## src/rtl/frame_disassembly.sv

```systemverilog
// frame_disassembly: BMC subframe decoder. It finds the B/M/W preambles and
// recovers the 20-bit audio sample, the V/U/C bits and the parity status.
module frame_disassembly #(
   parameter int unsigned HALF_CLKS = 8
) (
   input  logic        clk,
   input  logic        rst,
   input  logic        din,
   output logic [19:0] dout,
   output logic        valid,
   output logic        channel,
   output logic        block_start,
   output logic        v_bit,
   output logic        u_bit,
   output logic        c_bit,
   output logic        parity_err,
   output logic        lock
);

   localparam int unsigned RUN_MAX = 4 * HALF_CLKS;
   localparam int unsigned RUN_W   = $clog2(RUN_MAX + 1);
   localparam int unsigned T_R1    = HALF_CLKS / 2;
   localparam int unsigned T_R2    = (3 * HALF_CLKS) / 2;
   localparam int unsigned T_R3    = (5 * HALF_CLKS) / 2;
   localparam int unsigned T_BAD   = (7 * HALF_CLKS) / 2;
   localparam int unsigned SLOT_W  = 5;
   localparam int unsigned SHIFT_W = 23;

   typedef enum logic [1:0] {S_HUNT, S_PRE, S_DATA} state_t;
   typedef enum logic [1:0] {C_BAD, C_R1, C_R2, C_R3} run_t;

   logic               r_din_q;
   logic [RUN_W-1:0]   r_run;
   state_t             r_state, w_state_d;
   logic [1:0]         r_pcnt, w_pcnt_d;
   logic               r_need_r3, w_need_d;
   run_t               r_p0, w_p0_d, r_p1, w_p1_d;
   logic               r_chan, w_chan_d, r_bstart, w_bstart_d;
   logic [SLOT_W-1:0]  r_slot, w_slot_d;
   logic               r_half, w_half_d, r_par, w_par_d;
   logic [SHIFT_W-1:0] r_shift, w_shift_d;
   logic [19:0]        r_dout, w_dout_d;
   logic               r_valid, w_valid_d, r_channel, w_channel_d;
   logic               r_block_start, w_block_start_d;
   logic               r_v, w_v_d, r_u, w_u_d, r_c, w_c_d;
   logic               r_perr, w_perr_d, r_lock, w_lock_d;
   logic               w_edge, w_timeout, w_err, w_bit_en, w_bit_val, w_start;
   run_t               w_cls;

   assign w_edge    = din ^ r_din_q;
   assign w_timeout = (r_run == RUN_W'(RUN_MAX));

   // Line history and saturating run-length counter.
   always_ff @(posedge clk) begin
      if (!rst) begin
         r_din_q <= din;
         r_run   <= '0;
      end else begin
         r_din_q <= din;
         if (w_edge)          r_run <= RUN_W'(1);
         else if (!w_timeout) r_run <= r_run + RUN_W'(1);
      end
   end

   // Classify the run that ends at the current edge.
   always_comb begin
      w_cls = C_BAD;
      if (r_run < RUN_W'(T_R1))       w_cls = C_BAD;
      else if (r_run < RUN_W'(T_R2))  w_cls = C_R1;
      else if (r_run < RUN_W'(T_R3))  w_cls = C_R2;
      else if (r_run < RUN_W'(T_BAD)) w_cls = C_R3;
      else                            w_cls = C_BAD;
   end

   // State and datapath registers.
   always_ff @(posedge clk) begin
      if (!rst) begin
         r_state       <= S_HUNT;
         r_pcnt        <= '0;
         r_need_r3     <= 1'b0;
         r_p0          <= C_BAD;
         r_p1          <= C_BAD;
         r_chan        <= 1'b0;
         r_bstart      <= 1'b0;
         r_slot        <= '0;
         r_half        <= 1'b0;
         r_par         <= 1'b0;
         r_shift       <= '0;
         r_dout        <= '0;
         r_valid       <= 1'b0;
         r_channel     <= 1'b0;
         r_block_start <= 1'b0;
         r_v           <= 1'b0;
         r_u           <= 1'b0;
         r_c           <= 1'b0;
         r_perr        <= 1'b0;
         r_lock        <= 1'b0;
      end else begin
         r_state       <= w_state_d;
         r_pcnt        <= w_pcnt_d;
         r_need_r3     <= w_need_d;
         r_p0          <= w_p0_d;
         r_p1          <= w_p1_d;
         r_chan        <= w_chan_d;
         r_bstart      <= w_bstart_d;
         r_slot        <= w_slot_d;
         r_half        <= w_half_d;
         r_par         <= w_par_d;
         r_shift       <= w_shift_d;
         r_dout        <= w_dout_d;
         r_valid       <= w_valid_d;
         r_channel     <= w_channel_d;
         r_block_start <= w_block_start_d;
         r_v           <= w_v_d;
         r_u           <= w_u_d;
         r_c           <= w_c_d;
         r_perr        <= w_perr_d;
         r_lock        <= w_lock_d;
      end
   end

   // Next state: preamble match, bit decode, subframe completion, errors.
   always_comb begin
      w_state_d       = r_state;
      w_pcnt_d        = r_pcnt;
      w_need_d        = r_need_r3;
      w_p0_d          = r_p0;
      w_p1_d          = r_p1;
      w_chan_d        = r_chan;
      w_bstart_d      = r_bstart;
      w_slot_d        = r_slot;
      w_half_d        = r_half;
      w_par_d         = r_par;
      w_shift_d       = r_shift;
      w_dout_d        = r_dout;
      w_valid_d       = 1'b0;
      w_channel_d     = r_channel;
      w_block_start_d = r_block_start;
      w_v_d           = r_v;
      w_u_d           = r_u;
      w_c_d           = r_c;
      w_perr_d        = r_perr;
      w_lock_d        = r_lock;
      w_err           = 1'b0;
      w_bit_en        = 1'b0;
      w_bit_val       = 1'b0;
      w_start         = 1'b0;

      if (w_timeout) begin
         w_err = 1'b1;
      end else if (w_edge) begin
         case (r_state)
            S_HUNT: begin
               if (w_cls == C_R3) begin
                  w_state_d = S_PRE;
                  w_pcnt_d  = 2'd0;
                  w_need_d  = 1'b0;
               end
            end
            S_PRE: begin
               if (w_cls == C_BAD) begin
                  w_err = 1'b1;
               end else if (r_need_r3) begin
                  // Leading R3 started by the previous subframe's last edge.
                  if (w_cls == C_R3) w_need_d = 1'b0;
                  else               w_err    = 1'b1;
               end else begin
                  case (r_pcnt)
                     2'd0: begin
                        w_p0_d   = w_cls;
                        w_pcnt_d = 2'd1;
                     end
                     2'd1: begin
                        w_p1_d   = w_cls;
                        w_pcnt_d = 2'd2;
                     end
                     default: begin
                        if (r_p0 == C_R1 && r_p1 == C_R1 && w_cls == C_R3) begin
                           w_chan_d   = 1'b0;
                           w_bstart_d = 1'b1;
                           w_start    = 1'b1;
                        end else if (r_p0 == C_R3 && r_p1 == C_R1 && w_cls == C_R1) begin
                           w_chan_d   = 1'b0;
                           w_bstart_d = 1'b0;
                           w_start    = 1'b1;
                        end else if (r_p0 == C_R2 && r_p1 == C_R1 && w_cls == C_R2) begin
                           w_chan_d   = 1'b1;
                           w_bstart_d = 1'b0;
                           w_start    = 1'b1;
                        end else begin
                           w_err = 1'b1;
                        end
                     end
                  endcase
               end
               if (w_start) begin
                  w_state_d = S_DATA;
                  w_slot_d  = SLOT_W'(4);
                  w_par_d   = 1'b0;
                  w_half_d  = 1'b0;
               end
            end
            S_DATA: begin
               if (!r_half) begin
                  if (w_cls == C_R2) begin
                     w_bit_en  = 1'b1;
                     w_bit_val = 1'b0;
                  end else if (w_cls == C_R1) begin
                     w_half_d = 1'b1;
                  end else begin
                     w_err = 1'b1;
                  end
               end else begin
                  if (w_cls == C_R1) begin
                     w_bit_en  = 1'b1;
                     w_bit_val = 1'b1;
                     w_half_d  = 1'b0;
                  end else begin
                     w_err = 1'b1;
                  end
               end
            end
            default: w_err = 1'b1;
         endcase
      end

      // Store the decoded bit; slot 31 (parity) completes the subframe.
      if (w_bit_en) begin
         if (r_slot == SLOT_W'(31)) begin
            w_valid_d       = 1'b1;
            w_dout_d        = r_shift[19:0];
            w_v_d           = r_shift[20];
            w_u_d           = r_shift[21];
            w_c_d           = r_shift[22];
            w_perr_d        = r_par ^ w_bit_val;
            w_channel_d     = r_chan;
            w_block_start_d = r_bstart;
            w_lock_d        = 1'b1;
            w_state_d       = S_PRE;
            w_pcnt_d        = 2'd0;
            w_need_d        = 1'b1;
         end else begin
            w_par_d = r_par ^ w_bit_val;
            if (r_slot >= SLOT_W'(8)) w_shift_d = {w_bit_val, r_shift[SHIFT_W-1:1]};
            w_slot_d = r_slot + SLOT_W'(1);
         end
      end

      if (w_err) begin
         w_state_d = S_HUNT;
         w_lock_d  = 1'b0;
      end
   end

   assign dout        = r_dout;
   assign valid       = r_valid;
   assign channel     = r_channel;
   assign block_start = r_block_start;
   assign v_bit       = r_v;
   assign u_bit       = r_u;
   assign c_bit       = r_c;
   assign parity_err  = r_perr;
   assign lock        = r_lock;

endmodule

```

## config.mk

```make
export PLATFORM = sky130hd
export DESIGN_NAME = frame_disassembly
export DESIGN_NICKNAME = d
export VERILOG_FILES = /design/src/rtl/frame_disassembly.sv
export SDC_FILE = /design/constraint.sdc
export NUM_CORES = 1
export LEC_CHECK = 0
export ABC_AREA = 1
export BUFFER_PORTS_ARGS = -buffer_cell sky130_fd_sc_hd__buf_2
export CELL_PAD_IN_SITES_DETAIL_PLACEMENT = 1
export CELL_PAD_IN_SITES_GLOBAL_PLACEMENT = 1
export CORE_MARGIN = 3
export CORE_UTILIZATION = 46
export DETAILED_ROUTE_END_ITERATION = 12
export PLACE_DENSITY = 0.83
export RECOVER_POWER = 25
export SETUP_SLACK_MARGIN = 0.15
export SKIP_LAST_GASP = 1
export SLEW_MARGIN = 20
export SYNTH_ARGS = -nofsm -noshare
export SYNTH_HDL_FRONTEND = slang
export SYNTH_SLANG_ARGS = --single-unit
```

## constraint.sdc

```tcl
create_clock -name clk -period 5.64 [get_ports clk]
set_clock_uncertainty 0.2 [all_clocks]
set_input_delay 0.564 -clock clk [delete_from_list [all_inputs] [get_ports clk]]
set_output_delay 0.564 -clock clk [all_outputs]
set_load 0.05 [all_outputs]
```

==> results of run 1 <==
-- report_power, final --
part / switching (mW) / internal (mW)
combinational: 0.0226 / 0.00739
clock: 0.215 / 0.220
sequential: 0.00178 / 0.538
-- metal layers --
metal	wire length (um)	GRT usage (%)	part of all wire, %
met2	3985	34.31	48
met1	3882	26.18	47
met3	233	4.020	2.8
met4	125	9.035	1.5
met5	0	0	0
-- area by class of cell --
type	count	area (um^2)	share of cell area, %
Inverter	43	163.9	4.383
Multi-Input combinational cell	316	1598	42.72
Timing Repair Buffer	31	130.1	3.479
Clock buffer	10	137.6	3.680
Tap cell	96	120.1	3.212
Sequential cell	76	1521	40.68
Clock inverter	6	68.82	1.840
-- worst reg2reg max path, stage by stage (launching register included) --
cell and delay (ns):
dfxtp_1 0.35, nand2_1 0.11, inv_1 0.06, nor3_1 0.58
ha_1 0.28, nand2_1 0.11, nand2_1 0.13, nand3_4 0.10
nor3_4 0.81, nand2_1 0.13, nand2_1 0.10, inv_1 0.06
nand2_1 0.06, inv_1 0.03
-- metrics by stage --
step           cell area (um^2)  cells  total power, mW  worst slack (ns)
2_1_floorplan              3411    456           0.5741             3.276
3_3_place_gp               3561    562           0.5814             2.694
3_5_place_dp               3561    562           0.5827             2.468
4_1_cts                    3767    578            1.013             2.439
5_1_grt                    3740    578            1.043             2.095
6_report                   3740    578            1.004             2.417
-- final timing paths --
kind         startpoint     endpoint  slack (ns)  cells past startpoint
max            r_run[2]    r_slot[2]        2.42                     13
min                 din      r_din_q        0.15                      1
max reg2reg    r_run[2]    r_slot[2]        2.42                     13
min reg2reg    r_bstart  block_start        0.25                      2
-- cell usage in the layout (no fill, tap or decap) --
cell type,synthesis,final
ha_1,12,12
dfxtp_1,76,76
nand3_4,2,2
inv_1,40,40
nand2_1,119,119
inv_6,0,2
bufinv_16,0,1
nor2_8,1,1
clkbuf_1,8,22
clkbuf_8,0,10
nor3_1,5,5
a21oi_1,38,38
nand2_2,2,2
nand3b_1,1,1
nor2_1,32,32
o21ai_0,14,14
nand3_2,2,2
buf_4,4,1
clkinv_4,0,1
inv_4,1,1
or2_2,1,1
inv_2,1,1
nor2_2,2,2
nand2_4,1,1
xor2_1,2,2
nand4_1,4,4
nor3_4,1,1
a211oi_1,1,1
nor2_4,2,2
a31oi_1,1,1
clkinvlp_4,0,1
clkinv_1,1,1
xnor2_1,2,2
buf_2,3,8
clkinv_2,0,1
nand3_1,69,69
o22ai_1,2,2
-- registers in the layout, summed over array words and instances, names as in the netlist, 2 cells and up --
name     flops
dout        20
r_p0         2
r_p1         2
r_pcnt       2
r_run        6
r_shift     23
r_slot       5
r_state      2
-- kinds of logic after synthesis --
family	count (synthesis)
AND/OR/NAND/NOR	244
flip-flops	76
buffers and inverters	64
AO/OA/AOI/OAI	56
adder cells (fa/ha/maj)	12
XOR/XNOR	4
==> metrics.txt, run 1 <==
H-Tree Depth 3; Setup Fix Bufs, Post-CTS 0; Final Hold Fails 0; failing checks capacitance limit, slew limit; Max stage delay cell, worst path nor3_4; status finished with violations; Remaining DRCs 0; Die H 92.11 um; antenna cells 0; Post-synth EDFFs 0; sequential cell area fraction in the yosys report 44.61%; fillers 936; CP max FO 29; Worst-path clk slew 0.09 ns; largest family of logic cells by synthesized area simple AND/OR/NAND/NOR gates; DRT Pass-1 Iters 4; worst vdd ir 0.1481 mV; adder-cell area share of the yosys netlist 4.402%; synthesized net count 471; final period utilization 57.15%; Post-CTS Hold Buffers 0; top-count cell post-synth nand2_1; Crit path top cell by count nand2_1; hpwl dp 5.538 mm; fin util 53.57%; # setup viols final 0; Vias/cell 5.265; Clk Latency, worst-skew pair 0.35 ns; Avg Inst Size Synth 7.480 um^2; Area Overhead vs Synth 9.648%; total of max-cap violations 1; WL/cell 14.23 um; Iter 0 DRT Violations 160; Synth top area share 44.61%; Bufs on Longest Clock Path 2; Horiz. Die Dim 92.11 um; Routed Antenna Nets 0; worst path bufs/invs 3; Yosys reg bits 76; Synth top cells by count nand2_1, dfxtp_1, nand3_1, inv_1, a21oi_1; number of antenna violations at the first check in global routing 0; starting density of the core 48.85%; first-pass GRT wire length 14.19 mm; Cell Chain, Critical Path nand2_1 > inv_1 > nor3_1 > ha_1 > nand2_1 > nand2_1 > nand3_4 > nor3_4 > nand2_1 > nand2_1 > inv_1 > nand2_1 > inv_1; RSZ-0062 raised after global routing no; Nets 492; gr ovfl total 0; Synth Cell Area 3411 um^2; compound-cell area share of the yosys netlist 8.401%; Max Freq 310.2 MHz; mux cell area share after synthesis 0%; GRT Total Usage 20.73%; YS warnings 0; asr flop ratio synth 0%; layout cell share with drive strength beyond 1 8.506%; largest area contributor in the netlist dfxtp_1; XOR/XNOR share of the synthesized area 1.027%; CTS Buf Count 9; CTS tree built; Hold WS 0.1534 ns; CP arrival 3.27 ns; count of pins over their slew limit 39; # port buffers 30; Core ar. 6982 um^2; die area 8484 um^2; Pwr Density 268.5 nW/um^2; vias in the first global route 3041; Worst Path Required 5.69 ns; Slowest Stage Delay on Critical Path 0.81 ns; via count 3043; Slew HR -16.10%; CP Capture Type flip-flop; clk sink count 76; pin count of the biggest net entering global routing 39; Synth area leaders dfxtp_1, nand2_1, nand3_1; setup TNS 0 ns; hold crit path type in -> reg; Syn Inst Count 456; fin crit period 3.223 ns; drt total wl 8.226 mm; CP startpoint kind flip-flop; Top FF cell, synth dfxtp_1; Simple-Gate Fraction of Synth Area 33.02%; num ports 31; Cell variety after synth 33; CTS root buffer clkbuf_8; cell family with most CP delay simple AND/OR/NAND/NOR gates; worst-margin pin slew 1.742 ns; post-CTS sizing 0; critical setup path kind reg -> reg; Leak 1.552 nW; gpl congestion 0.8475; Core Rows 30
(Power assumes the default switching activity.)
==> run 2, diff against run 1 <==
--- a/config.mk
+++ b/config.mk
@@ -10,9 +10,9 @@
 export CELL_PAD_IN_SITES_DETAIL_PLACEMENT = 1
 export CELL_PAD_IN_SITES_GLOBAL_PLACEMENT = 1
 export CORE_MARGIN = 3
-export CORE_UTILIZATION = 46
+export CORE_UTILIZATION = 43
 export DETAILED_ROUTE_END_ITERATION = 12
-export PLACE_DENSITY = 0.83
+export PLACE_DENSITY = 0.78
 export RECOVER_POWER = 25
 export SETUP_SLACK_MARGIN = 0.15
 export SKIP_LAST_GASP = 1
==> constraint.sdc (replaced) <==
create_clock -name clk -period 3.05 [get_ports clk]
set_clock_uncertainty 0.2 [all_clocks]
set_input_delay 0.305 -clock clk [delete_from_list [all_inputs] [get_ports clk]]
set_output_delay 0.305 -clock clk [all_outputs]
set_load 0.05 [all_outputs]
==> metrics.txt, run 2 (same netlist as run 1, synthesis figures left out) <==
status completed; area taken by multi-input logic gates 1605 um^2 (+0.47%); Horiz. Die Dim 95.06 um (+3.2%); Final Hold Fails 0 (unchanged); Max stage delay cell, worst path dfxtp_1; Clk Latency, worst-skew pair 0.35 ns (about the same); Worst R2R Path Depth 13 (unchanged); Hold Path Depth 2 (+1); Vias/cell 5.215 (-0.94%); Max Freq 384.4 MHz (+24%); CP arrival 2.70 ns (-0.57 ns); final period utilization 85.30% (+28 points); commonest cells after routing, fill and taps aside nand2_1, dfxtp_1, nand3_1; Iter 0 DRT Violations 108 (-33%); WL/cell 14.59 um (+2.5%); CTS tree built; hold crit path type reg -> reg; gpl congestion 0.8364 (-1.3%); total of max-cap violations 0 (-1); # setup viols final 0 (unchanged); Area Overhead vs Synth 12.11%; GRT Total Usage 20.43% (-0.29 points); num ports 31 (unchanged); Worst-path clk slew 0.08 ns (about the same); Routed Antenna Nets 0 (unchanged); layout cell share with drive strength beyond 1 8.419% (-0.087 points); fillers 967 (+3.3%); Nets 498 (+1.2%); Cell Chain, Critical Path nand2_1 > o21ai_0 > a21oi_1 > inv_1 > ha_1 > nand2_1 > nand2_1 > nand3_4 > nor2_4 > nand2_4 > nor2_8 > nand3_1 > nand2_1; Crit path top cell by count nand2_1; drt total wl 8.549 mm (+3.9%); Core ar. 7486 um^2 (+7.2%); DRT Pass-1 Iters 4 (unchanged); CP startpoint kind flip-flop; Slowest Stage Delay on Critical Path 0.40 ns (-0.41 ns); gr ovfl total 0 (unchanged); starting density of the core 45.56% (-3.3 points); Reg area 1521 um^2 (unchanged); count of pins over their slew limit 0 (-100%); max FFs per register 23 (unchanged); H-Tree Depth 3 (unchanged); RSZ-0062 raised after global routing yes; Worst Path Required 3.15 ns (-2.54 ns); CP Capture Type flip-flop; critical setup path kind reg -> reg; Setup Fix Bufs, Post-CTS 0 (unchanged); Leak 1.579 nW (+1.7%); first-pass GRT wire length 14.53 mm (+2.4%); setup TNS 0 ns (unchanged); worst-margin pin slew 0.6070 ns (-1.135 ns); Hold WS 0.2605 ns (+0.1071 ns); Biggest register r_shift; CTS root buffer clkbuf_8; clk sink count 76 (unchanged); die area 9036 um^2 (+6.5%); vias in the first global route 3057 (+0.53%); Core Rows 31 (+3.3%); Die H 95.06 um (+3.2%); # port buffers 30 (unchanged); CTS Buf Count 9 (unchanged); hpwl dp 5.897 mm (+6.5%); pin count of the biggest net entering global routing 38 (-2.6%); via count 3056 (+0.43%); number of antenna violations at the first check in global routing 0 (unchanged); CP max FO 27 (-6.9%); Remaining DRCs 0 (unchanged); Slew HR 59.49% (+76 points); Bufs on Longest Clock Path 2 (unchanged); fin crit period 2.602 ns (-0.6217 ns); worst vdd ir 0.2610 mV (+76%); most common cell after layout, fill and taps aside nand2_1; antenna cells 0 (unchanged); Pwr Density 518.5 nW/um^2 (+93%)
run 2: cell types whose count changed in the layout (fill, tap and decap cells not counted), sizes merged:
cell / before / now
clkbuf: 32 / 35
buf: 9 / 10
bufinv: 1 / 3
inv: 44 / 43
clkinvlp: 1 / 0
dlygate4sd3: 0 / 1
run 2: routing by layer:
layer	vias to the layer above	wire, um	GRT usage, %
li1	1530	-	-
met1	1470	4104	27.48
met2	45	3985	32.89
met3	11	327	3.157
met4	0	131	7.933
met5	-	0	0
run 2: cell type report:
cell class / count / share of cell area [%]
Timing Repair Buffer: 37 / 4.516
Tap cell: 99 / 3.240
Clock inverter: 6 / 2.945
Inverter: 43 / 4.287
Clock buffer: 9 / 3.240
Sequential cell: 76 / 39.79
Multi-Input combinational cell: 316 / 41.98
run 2: timing repair:
action / CTS / global route
setup endpoints to repair: 0 / 6
gates resized for setup: 0 / 1
hold buffers: 1 / 0
hold endpoints to repair: 1 / 0
run 2: report_power, final:
group / internal [mW] / total, mW / switching (mW) / leakage [nW]
clock: 0.542 / 0.924 / 0.382 / 0.120
sequential: 0.995 / 0.999 / 0.00364 / 0.613
combinational: 0.0162 / 0.0595 / 0.0433 / 0.846
run 2: path summary, 6_finish.rpt:
kind	from	end	slack, ns
setup / recovery	r_run[2]	parity_err	0.45
hold / removal	r_shift[16]	dout[16]	0.26
setup reg to reg	r_run[2]	parity_err	0.45
hold reg to reg	r_shift[16]	dout[16]	0.26
run 2: per-stage QoR:
stage | setup WS [ns] | util (%) | total power, mW | std cells | instance area [um^2]
CTS | 0.4336 | 51.41 | 2.001 | 586 | 3849
detailed placement | 0.4195 | 48.12 | 1.081 | 570 | 3602
floorplan | 0.6856 | - | 1.062 | 456 | 3411
global placement | 0.5773 | 48.12 | 1.078 | 570 | 3602
global route | 0.1399 | 51.08 | 2.058 | 586 | 3824
finish | 0.4484 | 51.08 | 1.983 | 586 | 3824
run 2: critical path, delay by kind of cell, from the launching register on:
kind	cells	cell delay, ns
AOI/OAI and AO/OA	2	0.27
and+or+nand+nor	9	1.36
buffers and inverters	1	0.14
DFF	1	0.40
adders and majority gates	1	0.17
==> run 3, diff against run 2 <==
--- a/config.mk
+++ b/config.mk
@@ -6,15 +6,16 @@
 export NUM_CORES = 1
 export LEC_CHECK = 0
 export ABC_AREA = 1
-export BUFFER_PORTS_ARGS = -buffer_cell sky130_fd_sc_hd__buf_2
 export CELL_PAD_IN_SITES_DETAIL_PLACEMENT = 1
 export CELL_PAD_IN_SITES_GLOBAL_PLACEMENT = 1
 export CORE_MARGIN = 3
-export CORE_UTILIZATION = 43
+export CORE_UTILIZATION = 46
 export DETAILED_ROUTE_END_ITERATION = 12
+export DONT_BUFFER_PORTS = 1
 export PLACE_DENSITY = 0.78
-export RECOVER_POWER = 25
+export RECOVER_POWER = 50
 export SETUP_SLACK_MARGIN = 0.15
+export SKIP_CTS_REPAIR_TIMING = 1
 export SKIP_LAST_GASP = 1
 export SLEW_MARGIN = 20
 export SYNTH_ARGS = -nofsm -noshare
==> metrics.txt, run 3 (same netlist as run 1, synthesis figures left out) <==
status finished with violations; failing checks hold timing; GRT Total Usage 20.53% (+0.093 points); die area 8484 um^2 (-6.1%); Worst R2R Start r_run[2]; Core Rows 30 (-3.2%); pin count of the biggest net entering global routing 39 (+2.6%); Pwr Density 483.4 nW/um^2 (-6.8%); # setup viols final 0 (unchanged); Core ar. 6982 um^2 (-6.7%); CTS Buf Count 9 (unchanged); Hold WS -0.1026 ns (-0.3630 ns); Max Freq 377.6 MHz (-1.8%); Area Overhead vs Synth 7.740%; flop-to-flop setup slack 0.40 ns (-0.05 ns); Remaining DRCs 0 (unchanged); total of max-cap violations 0 (unchanged); worst-margin pin slew 0.6918 ns (+0.08478 ns); RSZ-0062 raised after global routing yes; Hold Path Depth 2 (unchanged); Slowest Stage Delay on Critical Path 0.54 ns (+0.14 ns); fin crit period 2.648 ns (+0.04667 ns); fin util 52.63% (+1.6 points); Horiz. Die Dim 92.11 um (-3.1%); most common cell after layout, fill and taps aside nand2_1; Biggest register r_shift; CP arrival 2.74 ns (+0.04 ns); CTS tree built; worst path bufs/invs 3 (+2); drt total wl 8.357 mm (-2.2%); H-Tree Depth 3 (unchanged); starting density of the core 48.85% (+3.3 points); setup TNS 0 ns (unchanged); antenna cells 0 (unchanged); num ports 31 (unchanged); Nets 471 (-5.4%); number of antenna violations at the first check in global routing 0 (unchanged); Reg-to-Reg End r_p0[0]; max FFs per register 23 (unchanged); first-pass GRT wire length 13.91 mm (-4.3%); Bufs on Longest Clock Path 2 (unchanged); layout cell share with drive strength beyond 1 8.026% (-0.39 points); DRT Pass-1 Iters 4 (unchanged); vias in the first global route 2865 (-6.3%); cell family with most CP delay buffers and inverters; Die H 92.11 um (-3.1%); Crit path top cell by count nand2_1; critical setup path kind reg -> reg; count of pins over their slew limit 0 (unchanged); gpl congestion 0.8040 (-3.9%); Worst-path clk slew 0.08 ns (about the same); Slew HR 53.83% (-5.7 points); Max stage delay cell, worst path dlygate4sd3_1; # port buffers 0 (-100%); Clk Latency, worst-skew pair 0.35 ns (about the same); final period utilization 86.83% (+1.5 points); Worst R2R Path Depth 12 (-1); CP startpoint kind flip-flop; hpwl dp 5.681 mm (-3.7%); CP Capture Type flip-flop; Worst Path Required 3.14 ns (about the same); gr ovfl total 0 (unchanged); Final Hold Fails 36 (+36); via count 2923 (-4.4%); Iter 0 DRT Violations 86 (-20%); CP max FO 9 (-67%); commonest cells after routing, fill and taps aside nand2_1, dfxtp_1, nand3_1; clk sink count 76 (unchanged); Vias/cell 5.248 (+0.63%); CTS root buffer clkbuf_8; Routed Antenna Nets 0 (unchanged); hold crit path type in -> reg; Leak 1.499 nW (-5.0%); worst vdd ir 0.2171 mV (-17%); Hold Path Sink r_p1[0]; Cell Chain, Critical Path nand2_1 > o21ai_0 > a21oi_2 > inv_1 > ha_1 > nor2_1 > buf_4 > nand3_1 > nand2_1 > nand2_1 > dlygate4sd3_1 > nor2_1; WL/cell 15.00 um (+2.8%); worst min-delay path startpoint rst
==> run 3: stage by stage <==
stage,total power [mW],hold WS [ns],cell area (um^2),worst slack (ns),instances
after global routing,1.838,-0.1165,3675,0.1072,557
after global placement,1.068,0.1329,3448,0.5836,537
after floorplan,1.062,0.1327,3411,0.6856,456
after detailed placement,1.070,0.1329,3448,0.3967,537
final,1.776,-0.1026,3675,0.4018,557
after CTS,1.792,-0.2381,3633,0.3784,553
==> run 3: cell type report <==
| type | instances | area [um^2] |
|---|---|---|
| repair buffers | 9 | 75.07 |
| clock buffers | 10 | 137.6 |
| clock inverters | 6 | 47.55 |
| multi-input cells | 317 | 1610 |
| flip-flops and latches | 76 | 1521 |
| fillers | 916 | 3307 |
| well taps | 96 | 120.1 |
| inverters | 43 | 162.7 |
==> run 3: routing by layer <==
layer  vias up  track usage, %  routed length [um]
met1      1405           27.33                4029
met2        40           32.30                3873
met3         9           4.348                 331
li1       1469               -                   -
met5         -               0                   0
met4         0           8.416                 123
==> run 3: how the worst max path moves through the flow <==
| stage | endpoint | cells past startpoint | slack, ns | startpoint |
|---|---|---|---|---|
| after floorplan | r_bstart | 10 | 0.69 | r_run[2] |
| after global placement | r_shift[9] | 12 | 0.58 | r_run[2] |
| after detailed placement | r_shift[10] | 12 | 0.40 | r_run[2] |
| after CTS | r_shift[9] | 12 | 0.38 | r_run[2] |
| after global routing | r_p0[0] | 13 | 0.11 | r_run[2] |
| final | r_p0[0] | 12 | 0.40 | r_run[2] |
==> run 3: report_power, final <==
part | internal, mW | switching [mW]
sequential | 0.995 | 0.00359
clock | 0.323 | 0.404
combinational | 0.0166 | 0.0340
